===== src/rtl/cog_cap_if.sv =====
// cog_cap_if
//   Bus bundle between a cog and its pulse capture unit.
//   master : the cog side. It drives setcap/data/pin_in/ack and
//            observes cap/valid/ovf/lost/busy.
//   slave  : the capture unit, which is the mirror image of master.
//   Parameter CW is the counter/result width and must match the
//   width used by the attached cog_cap instance.
interface cog_cap_if #(
  parameter int unsigned CW = 32
);
  logic          setcap;
  logic [31:0]   data;
  logic [31:0]   pin_in;
  logic          ack;
  logic [CW-1:0] cap;
  logic          valid;
  logic          ovf;
  logic          lost;
  logic          busy;

  modport master (
    output setcap, data, pin_in, ack,
    input  cap, valid, ovf, lost, busy
  );

  modport slave (
    input  setcap, data, pin_in, ack,
    output cap, valid, ovf, lost, busy
  );
endinterface


===== src/rtl/cog_cap.sv =====
// cog_cap
//   Per-cog pulse capture unit. It measures the period or the pulse width
//   of one selected pin in clk_cog ticks and latches the result for the
//   cog. A valid/ack handshake hands the result over, and sticky flags
//   report counter saturation (ovf) and overwritten results (lost).
//
//   Ports
//     clk_cog    : cog clock, the only clock
//     res        : synchronous active-high reset
//     bus.setcap : load control word from bus.data
//     bus.data   : [4:0] pin, [6:5] mode (01 period, 10 width, else off),
//                  [7] pol (1 = measure from falling edge), [8] cont
//     bus.pin_in : pin inputs, asynchronous to clk_cog
//     bus.ack    : cog consumed cap; clears valid
//     bus.cap    : latched measurement
//     bus.valid  : cap holds an unconsumed result
//     bus.ovf    : sticky, counter saturated during current measurement
//     bus.lost   : sticky, a result overwrote an unacked result
//     bus.busy   : a measurement is in progress
module cog_cap #(
  parameter int unsigned CW = 32
) (
  input  logic     clk_cog,
  input  logic     res,
  cog_cap_if.slave bus
);

  typedef enum logic [1:0] {
    ST_OFF,
    ST_ARM,
    ST_COUNT,
    ST_HOLD
  } state_t;

  typedef enum logic [1:0] {
    MODE_OFF    = 2'b00,
    MODE_PERIOD = 2'b01,
    MODE_WIDTH  = 2'b10,
    MODE_RSVD   = 2'b11
  } mode_t;

  // Control word fields
  logic [4:0]    pin_sel;
  mode_t         mode;
  logic          pol;
  logic          cont;

  // Pin synchroniser and edge history
  logic          s1, s2, s3;

  state_t        state;
  logic [CW-1:0] cnt;
  logic [CW-1:0] cap_q;
  logic          valid_q;
  logic          ovf_q;
  logic          lost_q;

  // Decoded control word being loaded
  mode_t         new_mode;
  logic          new_active;

  // Edge events and counter helpers
  logic          pin_now;
  logic          rise, fall;
  logic          start_ev, opp_ev, stop_ev;
  logic [CW-1:0] cnt_inc;
  logic          cnt_sat;

  // Upper control word bits are reserved.
  logic          unused_data;
  assign unused_data = ^bus.data[31:9];

  always_comb begin
    new_mode   = mode_t'(bus.data[6:5]);
    new_active = (new_mode == MODE_PERIOD) || (new_mode == MODE_WIDTH);
  end

  always_comb begin
    pin_now  = bus.pin_in[pin_sel];
    rise     = s2 & ~s3;
    fall     = ~s2 & s3;
    start_ev = pol ? fall : rise;
    opp_ev   = pol ? rise : fall;
    // Period mode closes on the next start edge, width mode on the
    // opposite edge. In width mode start and opposite can never fire
    // together because both come from the same s2/s3 pair.
    stop_ev  = (mode == MODE_PERIOD) ? start_ev : opp_ev;
    cnt_inc  = cnt + CW'(1);
    cnt_sat  = (cnt == '1);
  end

  always_ff @(posedge clk_cog) begin
    if (res) begin
      pin_sel <= '0;
      mode    <= MODE_OFF;
      pol     <= 1'b0;
      cont    <= 1'b0;
      s1      <= 1'b0;
      s2      <= 1'b0;
      s3      <= 1'b0;
      state   <= ST_OFF;
      cnt     <= '0;
      cap_q   <= '0;
      valid_q <= 1'b0;
      ovf_q   <= 1'b0;
      lost_q  <= 1'b0;
    end else if (bus.setcap) begin
      pin_sel <= bus.data[4:0];
      mode    <= new_mode;
      pol     <= bus.data[7];
      cont    <= bus.data[8];
      // Flush the synchroniser so an edge seen on the old pin cannot
      // leak into the new configuration.
      s1      <= 1'b0;
      s2      <= 1'b0;
      s3      <= 1'b0;
      cnt     <= '0;
      cap_q   <= '0;
      valid_q <= 1'b0;
      ovf_q   <= 1'b0;
      lost_q  <= 1'b0;
      state   <= new_active ? ST_ARM : ST_OFF;
    end else begin
      s1 <= pin_now;
      s2 <= s1;
      s3 <= s2;

      // ack clears valid; a stop on the same edge overrides this below so
      // that the fresh result is never dropped.
      if (bus.ack) begin
        valid_q <= 1'b0;
      end

      case (state)
        ST_OFF: begin
        end

        ST_ARM: begin
          if (start_ev) begin
            cnt   <= CW'(1);
            state <= ST_COUNT;
          end
        end

        ST_COUNT: begin
          if (stop_ev) begin
            cap_q   <= cnt;
            valid_q <= 1'b1;
            if (valid_q && !bus.ack) begin
              lost_q <= 1'b1;
            end
            if (cont && (mode == MODE_PERIOD)) begin
              // The stop edge is also the next start edge: restart at 1
              // so back-to-back periods have no gap.
              cnt   <= CW'(1);
              ovf_q <= 1'b0;
            end else if (cont) begin
              ovf_q <= 1'b0;
              state <= ST_ARM;
            end else begin
              state <= ST_HOLD;
            end
          end else if (!cnt_sat) begin
            cnt <= cnt_inc;
            if (cnt_inc == '1) begin
              ovf_q <= 1'b1;
            end
          end
        end

        ST_HOLD: begin
          if (bus.ack) begin
            ovf_q <= 1'b0;
            state <= ST_ARM;
          end
        end

        default: begin
          state <= ST_OFF;
        end
      endcase
    end
  end

  assign bus.cap   = cap_q;
  assign bus.valid = valid_q;
  assign bus.ovf   = ovf_q;
  assign bus.lost  = lost_q;
  assign bus.busy  = (state == ST_COUNT);

endmodule


===== src/flat_wrapper.sv =====
// flat-port wrapper written by rule: the top's interface ports become plain ports
module cog_cap_flat 
#(
  parameter int unsigned CW = 32
)
  (clk_cog, res, bus_setcap, bus_data, bus_pin_in, bus_ack, bus_cap, bus_valid, bus_ovf, bus_lost, bus_busy);
  cog_cap_if #(.CW(CW)) bus_i ();
  input  logic clk_cog;
  input  logic res;
  input wire logic [$bits(bus_i.setcap)-1:0] bus_setcap;
  input wire logic [$bits(bus_i.data)-1:0] bus_data;
  input wire logic [$bits(bus_i.pin_in)-1:0] bus_pin_in;
  input wire logic [$bits(bus_i.ack)-1:0] bus_ack;
  output wire logic [$bits(bus_i.cap)-1:0] bus_cap;
  output wire logic [$bits(bus_i.valid)-1:0] bus_valid;
  output wire logic [$bits(bus_i.ovf)-1:0] bus_ovf;
  output wire logic [$bits(bus_i.lost)-1:0] bus_lost;
  output wire logic [$bits(bus_i.busy)-1:0] bus_busy;
  assign bus_i.setcap = bus_setcap;
  assign bus_i.data = bus_data;
  assign bus_i.pin_in = bus_pin_in;
  assign bus_i.ack = bus_ack;
  assign bus_cap = bus_i.cap;
  assign bus_valid = bus_i.valid;
  assign bus_ovf = bus_i.ovf;
  assign bus_lost = bus_i.lost;
  assign bus_busy = bus_i.busy;
  cog_cap #(.CW(CW)) u_core (.clk_cog(clk_cog), .res(res), .bus(bus_i));
endmodule

===== config.mk =====
export PLATFORM = sky130hd
export DESIGN_NAME = cog_cap_flat
export DESIGN_NICKNAME = d
export VERILOG_FILES = /design/src/rtl/cog_cap_if.sv /design/src/rtl/cog_cap.sv /design/src/flat_wrapper.sv
export SDC_FILE = /design/constraint.sdc
export NUM_CORES = 1
export LEC_CHECK = 0
export BUFFER_PORTS_ARGS = -buffer_cell sky130_fd_sc_hd__buf_2
export CAP_MARGIN = 20
export CORE_MARGIN = 8
export CORE_UTILIZATION = 40
export CTS_BUF_LIST = sky130_fd_sc_hd__clkbuf_4
export DETAILED_ROUTE_END_ITERATION = 10
export HOLD_SLACK_MARGIN = 0.1
export PLACE_DENSITY = 0.74
export SLEW_MARGIN = 20
export SYNTH_ARGS = -nofsm -noshare
export SYNTH_HDL_FRONTEND = slang
export SYNTH_SLANG_ARGS = --single-unit

===== constraint.sdc =====
create_clock -name clk_cog -period 3 [get_ports clk_cog]
set_input_delay 0.75 -clock clk_cog [delete_from_list [all_inputs] [get_ports clk_cog]]
set_output_delay 0.75 -clock clk_cog [all_outputs]
set_load 0.05 [all_outputs]

* Word level (Yosys, flattened, before mapping) *
Cells that the tools add are included.

word-level totals
  register bits after elaboration = 81
  bits of input ports = 68
  output and inout port bits = 36
  logic and storage cells = 78

cells by class
  $add $sub $neg = 1
  magnitude comparators = 1
  equality and inequality tests = 18
  muxes and demuxes = 28
  bitwise operators = 4
  reductions and logical operators = 13

operator list
  cell                                                  number
  two-way mux 32 bit                                    4
  equality test 32 bit (second input constant)          2
  case mux 32 bit (2 select lines)                      1
  adder 32 x 1 -> 32 bit (second input constant)        1
  two-way mux 1 bit                                     14
  two-way mux 2 bit                                     6
  AND reduction 5 bit                                   2
  != test 3 x 2 -> 1 bit (second input constant)        3
  != test 3 bit (second input constant)                 3
  equality test 2 x 1 -> 1 bit (second input constant)  3
  equality test 2 bit (second input constant)           3
  < comparator 5 x 6 -> 1 bit (second input constant)   1
  case mux 2 bit (3 select lines)                       1
  binary-select mux 1 bit (select 5 bit)                1
  != test 4 x 3 -> 1 bit (second input constant)        1
  AND reduction 4 bit                                   1
  nonzero test 2 bit                                    2
  nonzero test 4 bit                                    1
  != test 3 x 1 -> 1 bit (second input constant)        1
  AND reduction 3 bit                                   1
  AND 1 bit                                             2
  logical AND 1 bit                                     2
  != test 2 x 1 -> 1 bit (second input constant)        1
  != test 2 bit (second input constant)                 1
  6 further kinds                                       7

* Longest topological paths before layout *
Gate-level depths: netlist of run 1.

  depth in word-level cells = 7
  gate-level depth with buffers = 12
  depth with buffers taken out = 8

* Worst setup path before layout of run 1 *
Ideal clock, no wire load.

  path kind = reg-to-reg
  from = reg u_core.cnt[1]
  to = reg u_core.ovf_q (netlist: u_core.bus.ovf)
  setup time = 0.072 ns
  arrival time = 2.735 ns
  data required time = 2.928 ns
  path slack = 0.194 ns
  stages on the path, launching flop included = 11
  path buffers = 2
  period minus slack after synthesis = 2.806 ns
  path through = dfxtp_1 -> ha_1 -> buf_2 -> nand3_1 -> or4_1 -> buf_2 -> or3_1 -> a2111oi_2 -> nand4_1 -> nor4_2 -> mux2i_1

on the way
  word-level cells in the longest chain between the ends = 4
  elaborated cells on any way between the ends = 6
  classes of those cells = add/sub (1); eq/ne (4); reduce/logical (1)

ends and longest elaborated chain
  element                                   line            source
  from (decl)                               cog_cap.sv:52   logic [CW-1:0] cnt;
  from (signal assigned)                    cog_cap.sv:164  cnt <= cnt_inc;
  adder 32 x 1 -> 32 bit                    cog_cap.sv:88   cnt_inc = cnt + CW'(1);
  equality test 32 bit                      cog_cap.sv:165  if (cnt_inc == '1) begin
  != test 3 x 1 -> 1 bit (no source line)   n/a
  AND reduction 5 bit (no source line) (*)  n/a
  to (signal assigned)                      cog_cap.sv:105  ovf_q <= 1'b0;
  to (signal assigned)                      cog_cap.sv:166  ovf_q <= 1'b1;
  to (signal assigned)                      cog_cap.sv:173  ovf_q <= 1'b0;
  to (decl)                                 cog_cap.sv:55   logic ovf_q;

Every way passes the cells marked *; elsewhere a longest branch is shown, timed or not.
A chain may end at the register's enable or synchronous reset.

* Worst setup path after layout of run 1 *
  from = reg u_core.cnt[6]
  to = reg u_core.ovf_q (netlist: u_core.bus.ovf)

Same word-level chain as after synthesis.

==> metrics.txt, run 1 <==
relative slew slack=0.515; worst setup margin=223 ps; RR Startpoint=u_core.cnt[6]; worst reg-to-reg setup slack=220 ps; H-tree depth=3; Final Hold Vio Count=0; most common cell after layout, fill and taps aside=nand2_1; die width=120 um; post-layout min period=2780 ps; Critical Path Start Type=register; hold-critical path depth=1; CP endpoint kind=register; Hold Crit Class=register to register; # placed instances=740; CTS Hold Bufs=0; synth top area cells=dfxtp_1, a21oi_1, nand2_1; Initial Util=0.404; # Post-CTS Setup Buffers=0; Post-synth EDFFs=0; Crit path max-delay family=simple AND/OR/NAND/NOR gates; RSZ-0062 raised after global routing=false; top-area cell type share of the netlist area=0.377; vias per inst=5.54; largest net degree at the start of global routing=35; GRT overflow=0; CTS buffer count=9; P&R area growth vs syn=17.4%; slowest CP cell=or4_1; worst hold margin=447 ps; share of cells above drive strength 1=0.234; initial DRC count=196; via count=4189; routed wire length=11600 um; Final TNS setup=0 ps; Mapped Area=0.00430 mm2; Slew Limit Fails=0; CTS resizes=0; Total GRT Usage=0.161; first-pass GRT wire length=19100 um; Setup violations, final=0; Post-Layout Cell Count=756; cell count after synthesis=538; die area=0.0143 mm2; clk_lat worst skew=440 ps; Min-Delay Startpoint=u_core.s1; clk root buf=clkbuf_4; vias in the first global route=4049; commonest cells after routing, fill and taps aside=nand2_1, dfxtp_1, buf_2; drt drc=0; fin nets=681; wire length per cell=15.4 um; clock slew at reported path FFs=130 ps; max_cap viols=0; crit-path cells=nand3_1, or4_1, or3_1, a2111oi_2, nand4_1, nor4_2, mux2i_1; combined buffer and inverter count along the critical path=0; Leakage Power=1.77 nW; Peak VDD IR=0.207 mV; Setup WS pre-CTS=267 ps; syn_area_per_cell=7.99 um2; # IOs=104; power per standard cell area=361 mW/mm2; Worst EP arrival=3150 ps; clk_skew=19.0 ps; Yosys cell types=57; Fillers=1077; Crit Path Class=register to register; post-route ant nets=0; Async SR Flop Fraction=0; f_max=360 MHz; Syn. warnings=0; WP data required=3380 ps; WHS Endpoint=u_core.s2; Total Power=1.83 mW; die span in y=120 um; Sink Count=81; post-synthesis net count=608; Seq/Total Area, Yosys=0.377; critical path peak fanout=9; FP Rows=38; Synth Register Bits=81; worst r2r dst=u_core.bus.ovf; crit-path max cell delay=630 ps; Worst Tran Pin Value=728 ps; TritonCTS clock tree=built; R2R cell count=7; initial antenna violation count=0; IO buf count=80; dpl hpwl=8440 um; Synth Flop Type=dfxtp_1; clk buf depth=2; gpl congestion=0.849; TritonRoute pass-1 iters=5; outcome=finished, final reports clean; core area=0.0107 mm2; Synth area leader=dfxtp_1; period utilisation layout=0.926
==> report_power, final <==
group          switching, mW  internal, mW  total (mW)
logic                 0.0506        0.0654       0.116
clock network          0.373         0.238       0.611
registers             0.0137          1.09        1.10
total                  0.437          1.39        1.83
==> cells in the mapped netlist, types with 2 or more instances <==
cell      count
buf_1         2
dfxtp_1      81
nor2b_1       4
o21ai_0      19
xnor2_1       7
mux2i_1      14
a31oi_1       6
nand2b_1      6
a21o_1        8
nand3b_1      2
a41oi_1       3
a21oi_1      67
mux2_2        3
nor3_1       16
nor4_2        3
nor2_1       47
or3_1         6
or4_1         5
nor3b_1       2
nand2_1      89
nand4_1       7
xor2_1        2
clkbuf_1     29
or2_2         2
o211ai_1      4
o22ai_1       2
nand3_1      19
and2_1        5
ha_1          2
o21a_1        2
mux4_2       10
nand4b_1      3
inv_1         5
buf_2        15
and4_1        3
and3_1        6
a211oi_1      6
a311oi_1      7
==> flip-flops by register name (all words and copies together) (netlist names) <==
name,flops
u_core.bus.ovf,1
u_core.s3,1
u_core.pol,1
u_core.cont,1
u_core.bus.valid,1
u_core.cnt,32
u_core.s1,1
u_core.state,2
u_core.bus.cap,32
u_core.pin_sel,5
u_core.mode,2
u_core.s2,1
u_core.bus.lost,1
==> worst reg2reg max path, delay by kind of cell, from the launching register on <==
| kind | cells | cell delay [ps] |
|---|---|---|
| AO/OA/AOI/OAI | 1 | 410 |
| multiplexers | 1 | 210 |
| flip-flops | 1 | 520 |
| AND/OR/NAND/NOR | 5 | 1570 |
==> through the flow <==
stage               cell area [um2]  utilization
finish                         5050        0.474
global route                   5050        0.474
CTS                            5050        0.474
detailed placement             4930        0.463
global placement               4930        0.463
floorplan                      4300            -
==> per-layer routing <==
layer	GRT usage	vias to the layer above	wire length [um]
li1	-	2068	-
met1	0.206	1971	5390
met2	0.247	130	5250
met3	0.0474	20	722
met4	0.0671	0	249
met5	0	-	0
==> cell type report <==
class,instances,area (um2),area share
multi-input combinational,404,2470,0.489
sequential,81,1620,0.321
timing repair buffer,109,643,0.127
tap,140,175,0.0347
clock buffer,9,67.6,0.0134
clock inverter,6,50.0,0.00991
inverter,6,22.5,0.00446
antenna,1,2.50,0.000496
==> worst max path at each step <==
stage                                 to     startpoint  cells past startpoint  slack [ps]
after global placement    u_core.bus.ovf  u_core.cnt[6]                      7         270
after detailed placement  u_core.bus.ovf  u_core.cnt[6]                      7         270
after global routing      u_core.bus.ovf  u_core.cnt[6]                      7          80
after floorplan           u_core.bus.ovf  u_core.cnt[1]                     10         190
after CTS                 u_core.bus.ovf  u_core.cnt[6]                      7         230
final                     u_core.bus.ovf  u_core.cnt[6]                      7         220
==> cells by family after synthesis <==
logic type / synth area share
DFF: 0.377
buffers and inverters: 0.0509
AOI/OAI and AO/OA: 0.190
xor gates and xnor gates: 0.0183
muxes: 0.0928
adders and majority gates: 0.00582
and+or+nand+nor: 0.265
No activity file was read; power rests on OpenSTA's default activity.
==> run 2, diff against run 1 <==
--- a/config.mk
+++ b/config.mk
@@ -5,6 +5,7 @@
 export SDC_FILE = /design/constraint.sdc
 export NUM_CORES = 1
 export LEC_CHECK = 0
+export ABC_AREA = 1
 export BUFFER_PORTS_ARGS = -buffer_cell sky130_fd_sc_hd__buf_2
 export CAP_MARGIN = 20
 export CORE_MARGIN = 8
==> run 2 against run 1 <==
Effect of this change: worst setup slack improved by 440 ps; worst hold slack got worse by 23 ps; highest routed layer unchanged; clock power increased by 16%; largest power group unchanged; synthesized cell count increased by 21%; non-clock buffer count decreased by 22; critical path depth increased by 7; clock skew increased by 3.3 ps; final area decreased by 1.8%; sequential power about the same; sequential cell count unchanged; sequential share of layout area increased by 0.58 points.
==> metrics.txt, run 2 <==
Final Hold Vio Count=0; commonest cells after routing, fill and taps aside=nand2_1, nor2_1, dfxtp_1; share of cells above drive strength 1=0.184; Synth Register Bits=81; Crit. Startpoint=u_core.cnt[1]; die span in y=119 um; synth top area cells=dfxtp_1, nand2_1, nor2_1; Yosys cell types=39; TritonRoute pass-1 iters=4; WP data required=3340 ps; most frequent cell after synthesis=nand2_1; worst reg-to-reg setup slack=660 ps; core area=0.0104 mm2; clk buf depth=2; Post-synth EDFFs=0; clk_skew=22.3 ps; Hold Crit Class=register to register; crit-path most repeated cell=nand2_2; # Post-CTS Setup Buffers=0; clock slew at reported path FFs=120 ps; slowest CP cell=dfxtp_1; initial DRC count=245; RR Startpoint=u_core.cnt[1]; critical path peak fanout=12; relative slew slack=0.667; Initial Util=0.412; die area=0.0142 mm2; R2R cell count=14; Critical Path Start Type=register; Synth Flop Type=dfxtp_1; syn_area_per_cell=6.58 um2; CTS buffer count=9; Synth area leader=dfxtp_1; Min-Delay Startpoint=u_core.s1; CTS resizes=0; Leakage Power=2.01 nW; RSZ-0062 raised after global routing=false; CTS Hold Bufs=0; Crit Path Class=register to register; H-tree depth=3; Worst Tran Pin Value=500 ps; f_max=428 MHz; FP Rows=37; period utilisation layout=0.779; Peak VDD IR=0.212 mV; Async SR Flop Fraction=0; Worst EP arrival=2670 ps; clk root buf=clkbuf_4; post-route ant nets=0; crit-path cells=ha_1, nand2_2, nor2_4, nand2_2, nor2_4, nand2_2, nor2_2, nand2_1, nand3_2, inv_2, nand2_4, inv_2, a22oi_1, nor2_1; cell count after synthesis=649; largest net degree at the start of global routing=37; clk_lat worst skew=450 ps; Total GRT Usage=0.162; post-layout min period=2340 ps; wire length per cell=13.0 um; dpl hpwl=8500 um; Slew Limit Fails=0; crit-path max cell delay=480 ps; Mapped Area=0.00427 mm2; CP endpoint kind=register; GRT overflow=0; post-synthesis net count=719; Synth top cells by count=nand2_1, nor2_1, dfxtp_1; top-area cell type share of the netlist area=0.380; max_cap viols=0; Syn. warnings=0; # IOs=104; first-pass GRT wire length=19400 um; Setup violations, final=0; Final TNS setup=0 ps; Seq/Total Area, Yosys=0.380; vias per inst=5.01; worst r2r dst=u_core.cnt[9]; Sink Count=81; fin nets=795; IO buf count=80; die width=119 um; Post-Layout Cell Count=867; power per standard cell area=393 mW/mm2; outcome=finished, final reports clean; routed wire length=11300 um; most common cell after layout, fill and taps aside=nand2_1; P&R area growth vs syn=16.1%; initial antenna violation count=1; via count=4347; vias in the first global route=4194; drt drc=0; TritonCTS clock tree=built; # placed instances=850; Worst Setup EP=u_core.cnt[9]; gpl congestion=0.950
==> run 2: cell count changes after synthesis, moves of 9 or more <==
cell / delta
a21oi_1: -15
a22oi_2: +9
o21ai_0: +46
mux4_2: -10
nand2_1: +59
clkbuf_1: -12
inv_1: +45
nor2_1: +80
buf_2: -13
mux2i_1: -14
nor3_1: -15
==> run 2: where the power goes <==
group / internal, mW / switching (mW) / leakage, nW / total (mW)
logic: 0.0537 / 0.0890 / 1.27 / 0.143
registers: 1.09 / 0.00871 / 0.655 / 1.10
clock network: 0.330 / 0.378 / 0.0808 / 0.708
total: 1.47 / 0.476 / 2.01 / 1.95
==> run 2: cells by family (layout without fill, tap and decap cells) <==
logic type	count (synthesis)	in the layout	synth area share
buffers and inverters	76	157	0.0700
and+or+nand+nor	338	338	0.334
DFF	81	81	0.380
other	0	1	0
AOI/OAI and AO/OA	147	147	0.200
adders and majority gates	2	2	0.00586
xor gates and xnor gates	5	5	0.0103
==> run 2: per-layer routing <==
layer	global-route usage	wire [um]
met4	0.0562	196
met3	0.0449	825
met1	0.197	5150
met2	0.269	5120
met5	0	0
==> run 2: worst max-delay path, delay by kind of cell, from the launching register on <==
family / cells / cell delay, ps
buffers and inverters: 2 / 220
DFF: 1 / 480
and+or+nand+nor: 10 / 1080
adders and majority gates: 1 / 290
AOI/OAI and AO/OA: 1 / 180
==> run 2: how the worst min path moves through the flow <==
stage	endpoint	slack (ps)	depth (start not counted)
floorplan	u_core.s2	390	2
global placement	u_core.s2	410	2
finish	u_core.s2	420	2
CTS	u_core.s2	430	2
detailed placement	u_core.s2	400	2
global route	u_core.s2	480	2
==> run 2: cell type report <==
cell class | count | area [um2]
fillers | 1098 | 5410
multi-input cells | 492 | 2360
flip-flops and latches | 81 | 1620
repair buffers | 87 | 453
inverters | 54 | 203
well taps | 136 | 170
clock inverters | 7 | 85.1
clock buffers | 9 | 67.6
diodes | 1 | 2.50
==> run 2: through the flow <==
stage / instance area (um2) / hold WS, ps / total power [mW] / utilization / setup WS [ps]
final: 4960 / 424 / 1.95 / 0.478 / 664
after global routing: 4960 / 476 / 2.03 / 0.478 / 438
after CTS: 4960 / 425 / 1.96 / 0.478 / 644
after detailed placement: 4800 / 399 / 1.26 / 0.463 / 662
after global placement: 4800 / 409 / 1.26 / 0.463 / 656
after floorplan: 4270 / 394 / 1.21 / - / 1030
==> run 3, diff against run 2 <==
--- a/config.mk
+++ b/config.mk
@@ -13,7 +13,7 @@
 export CTS_BUF_LIST = sky130_fd_sc_hd__clkbuf_4
 export DETAILED_ROUTE_END_ITERATION = 10
 export HOLD_SLACK_MARGIN = 0.1
-export PLACE_DENSITY = 0.74
+export PLACE_DENSITY = 0.72
 export SLEW_MARGIN = 20
 export SYNTH_ARGS = -nofsm -noshare
 export SYNTH_HDL_FRONTEND = slang
==> constraint.sdc (replaced) <==
create_clock -name clk_cog -period 2.21 [get_ports clk_cog]
set_input_delay 0.5525 -clock clk_cog [delete_from_list [all_inputs] [get_ports clk_cog]]
set_output_delay 0.5525 -clock clk_cog [all_outputs]
set_load 0.05 [all_outputs]
==> run 3 against run 2 <==
Effect of this change: clock skew is 0.77 ps higher; combinational power up 41%; global-route usage rose by 1.3 points; worst setup slack worse by 540 ps; sequential cell count did not move; first-iteration DRC count up 7.8%; final area is 3.3% higher; non-clock buffer count grew 9; cell count grew 0.92%; critical path depth unchanged; count of clock-buffer cells in the layout rose by 4.
==> metrics.txt, run 3 (synthesis gave the netlist of run 2 again) <==
clk buf depth=2; vias in the first global route=4411; # diodes=0; period utilisation layout=0.943; Crit path max-delay family=simple AND/OR/NAND/NOR gates; crit-path max cell delay=400 ps; die width=119 um; die area=0.0142 mm2; dpl hpwl=9290 um; largest net degree at the start of global routing=43; crit-path cells=ha_4, nand2_4, nor2_4, nand3_2, nor2_2, nand2_1, xnor2_1, nand3_1, nor2_1, nand2_1, nand2_2, nand3_2, nand2_1, nor2_1; combined buffer and inverter count along the critical path=0; relative slew slack=0.685; Worst Tran Pin Value=471 ps; Total Power=2.70 mW; fin nets=804; Total GRT Usage=0.175; most common cell after layout, fill and taps aside=nand2_1; RSZ-0062 raised after global routing=true; vias per inst=5.14; Worst EP arrival=2440 ps; clock slew at reported path FFs=130 ps; TritonCTS clock tree=built; Initial Util=0.412; Final Cell Area=0.00512 mm2; CP endpoint kind=register; P&R area growth vs syn=20.0%; Final Hold Vio Count=0; initial antenna violation count=0; Crit Path Class=register to register; power per standard cell area=527 mW/mm2; share of cells above drive strength 1=0.217; # IOs=104; Sink Count=81; slowest CP cell=dfxtp_4; area of placed instances=0.00486 mm2; via count=4498; post-route ant nets=0; initial DRC count=264; clk root buf=clkbuf_4; gpl congestion=0.967; f_max=480 MHz; commonest cells after routing, fill and taps aside=nand2_1, nor2_1, buf_2; clk_skew=23.1 ps; core area=0.0104 mm2; max_cap viols=0; die span in y=119 um; Hold Crit Class=input pin to register; CTS buffer count=9; critical path peak fanout=6; WP data required=2560 ps; Setup violations, final=0; crit-path most repeated cell=nand2_1; TritonRoute pass-1 iters=5; CTS Hold Bufs=0; drt drc=0; post-layout min period=2090 ps; first-pass GRT wire length=20500 um; wire length per cell=14.1 um; outcome=finished, final reports clean; H-tree depth=3; Leakage Power=2.10 nW; Slew Limit Fails=0; routed wire length=12300 um; Critical Path Start Type=register; Peak VDD IR=0.243 mV; FP Rows=37; clk_lat worst skew=450 ps; IO buf count=80; GRT overflow=0
## run 3: worst paths after layout
check                              startpoint             end  slack, ps  depth (start not counted)
worst max-delay path            u_core.cnt[1]  u_core.bus.ovf        120                         14
worst min-delay path                      res  u_core.mode[1]        320                          2
worst max register to register  u_core.cnt[1]  u_core.bus.ovf        120                         14
worst min register to register      u_core.s1       u_core.s2        420                          2
## run 3: cell type report
class	count	area, um2
Clock inverter	3	65.1
Sequential cell	81	1630
Fill cell	1073	5250
Inverter	54	205
Clock buffer	13	97.6
Tap cell	136	170
Timing Repair Buffer	96	532
Multi-Input combinational cell	492	2420
## run 3: metal layers
metal  wire length [um]  GRT usage  part of all wire  up-vias
met5                  0          0                 0        -
met3                918     0.0553             0.075       24
met2               5770      0.295              0.47      139
met1               5310      0.201              0.43     2041
li1                   -          -                 -     2294
met4                313     0.0765             0.025        0
## run 3: through the flow
stage,setup TNS (ps),hold WS (ps),std cells,utilization,worst slack [ps]
after detailed placement,0,410,858,0.469,45.4
final,0,318,875,0.494,125
after CTS,0,290,874,0.485,21.2
after floorplan,0,394,649,-,239
after global placement,0,406,858,0.469,92.9
after global routing,-155,284,875,0.494,-101
## run 3: timing repair
item | 4_1_cts | 5_1_grt
hold endpoints to repair | 0 | 0
cloned | 0 | 0
setup buffers | 0 | 1
gates resized for setup | 1 | 28
pin swaps | 0 | 13
endpoints found under the setup margin | 1 | 27
## run 3: power breakdown
part           switching (mW)  total, mW  internal (mW)
sequential             0.0122       1.49           1.47
clock                   0.505       1.01          0.510
combinational           0.123      0.201         0.0777
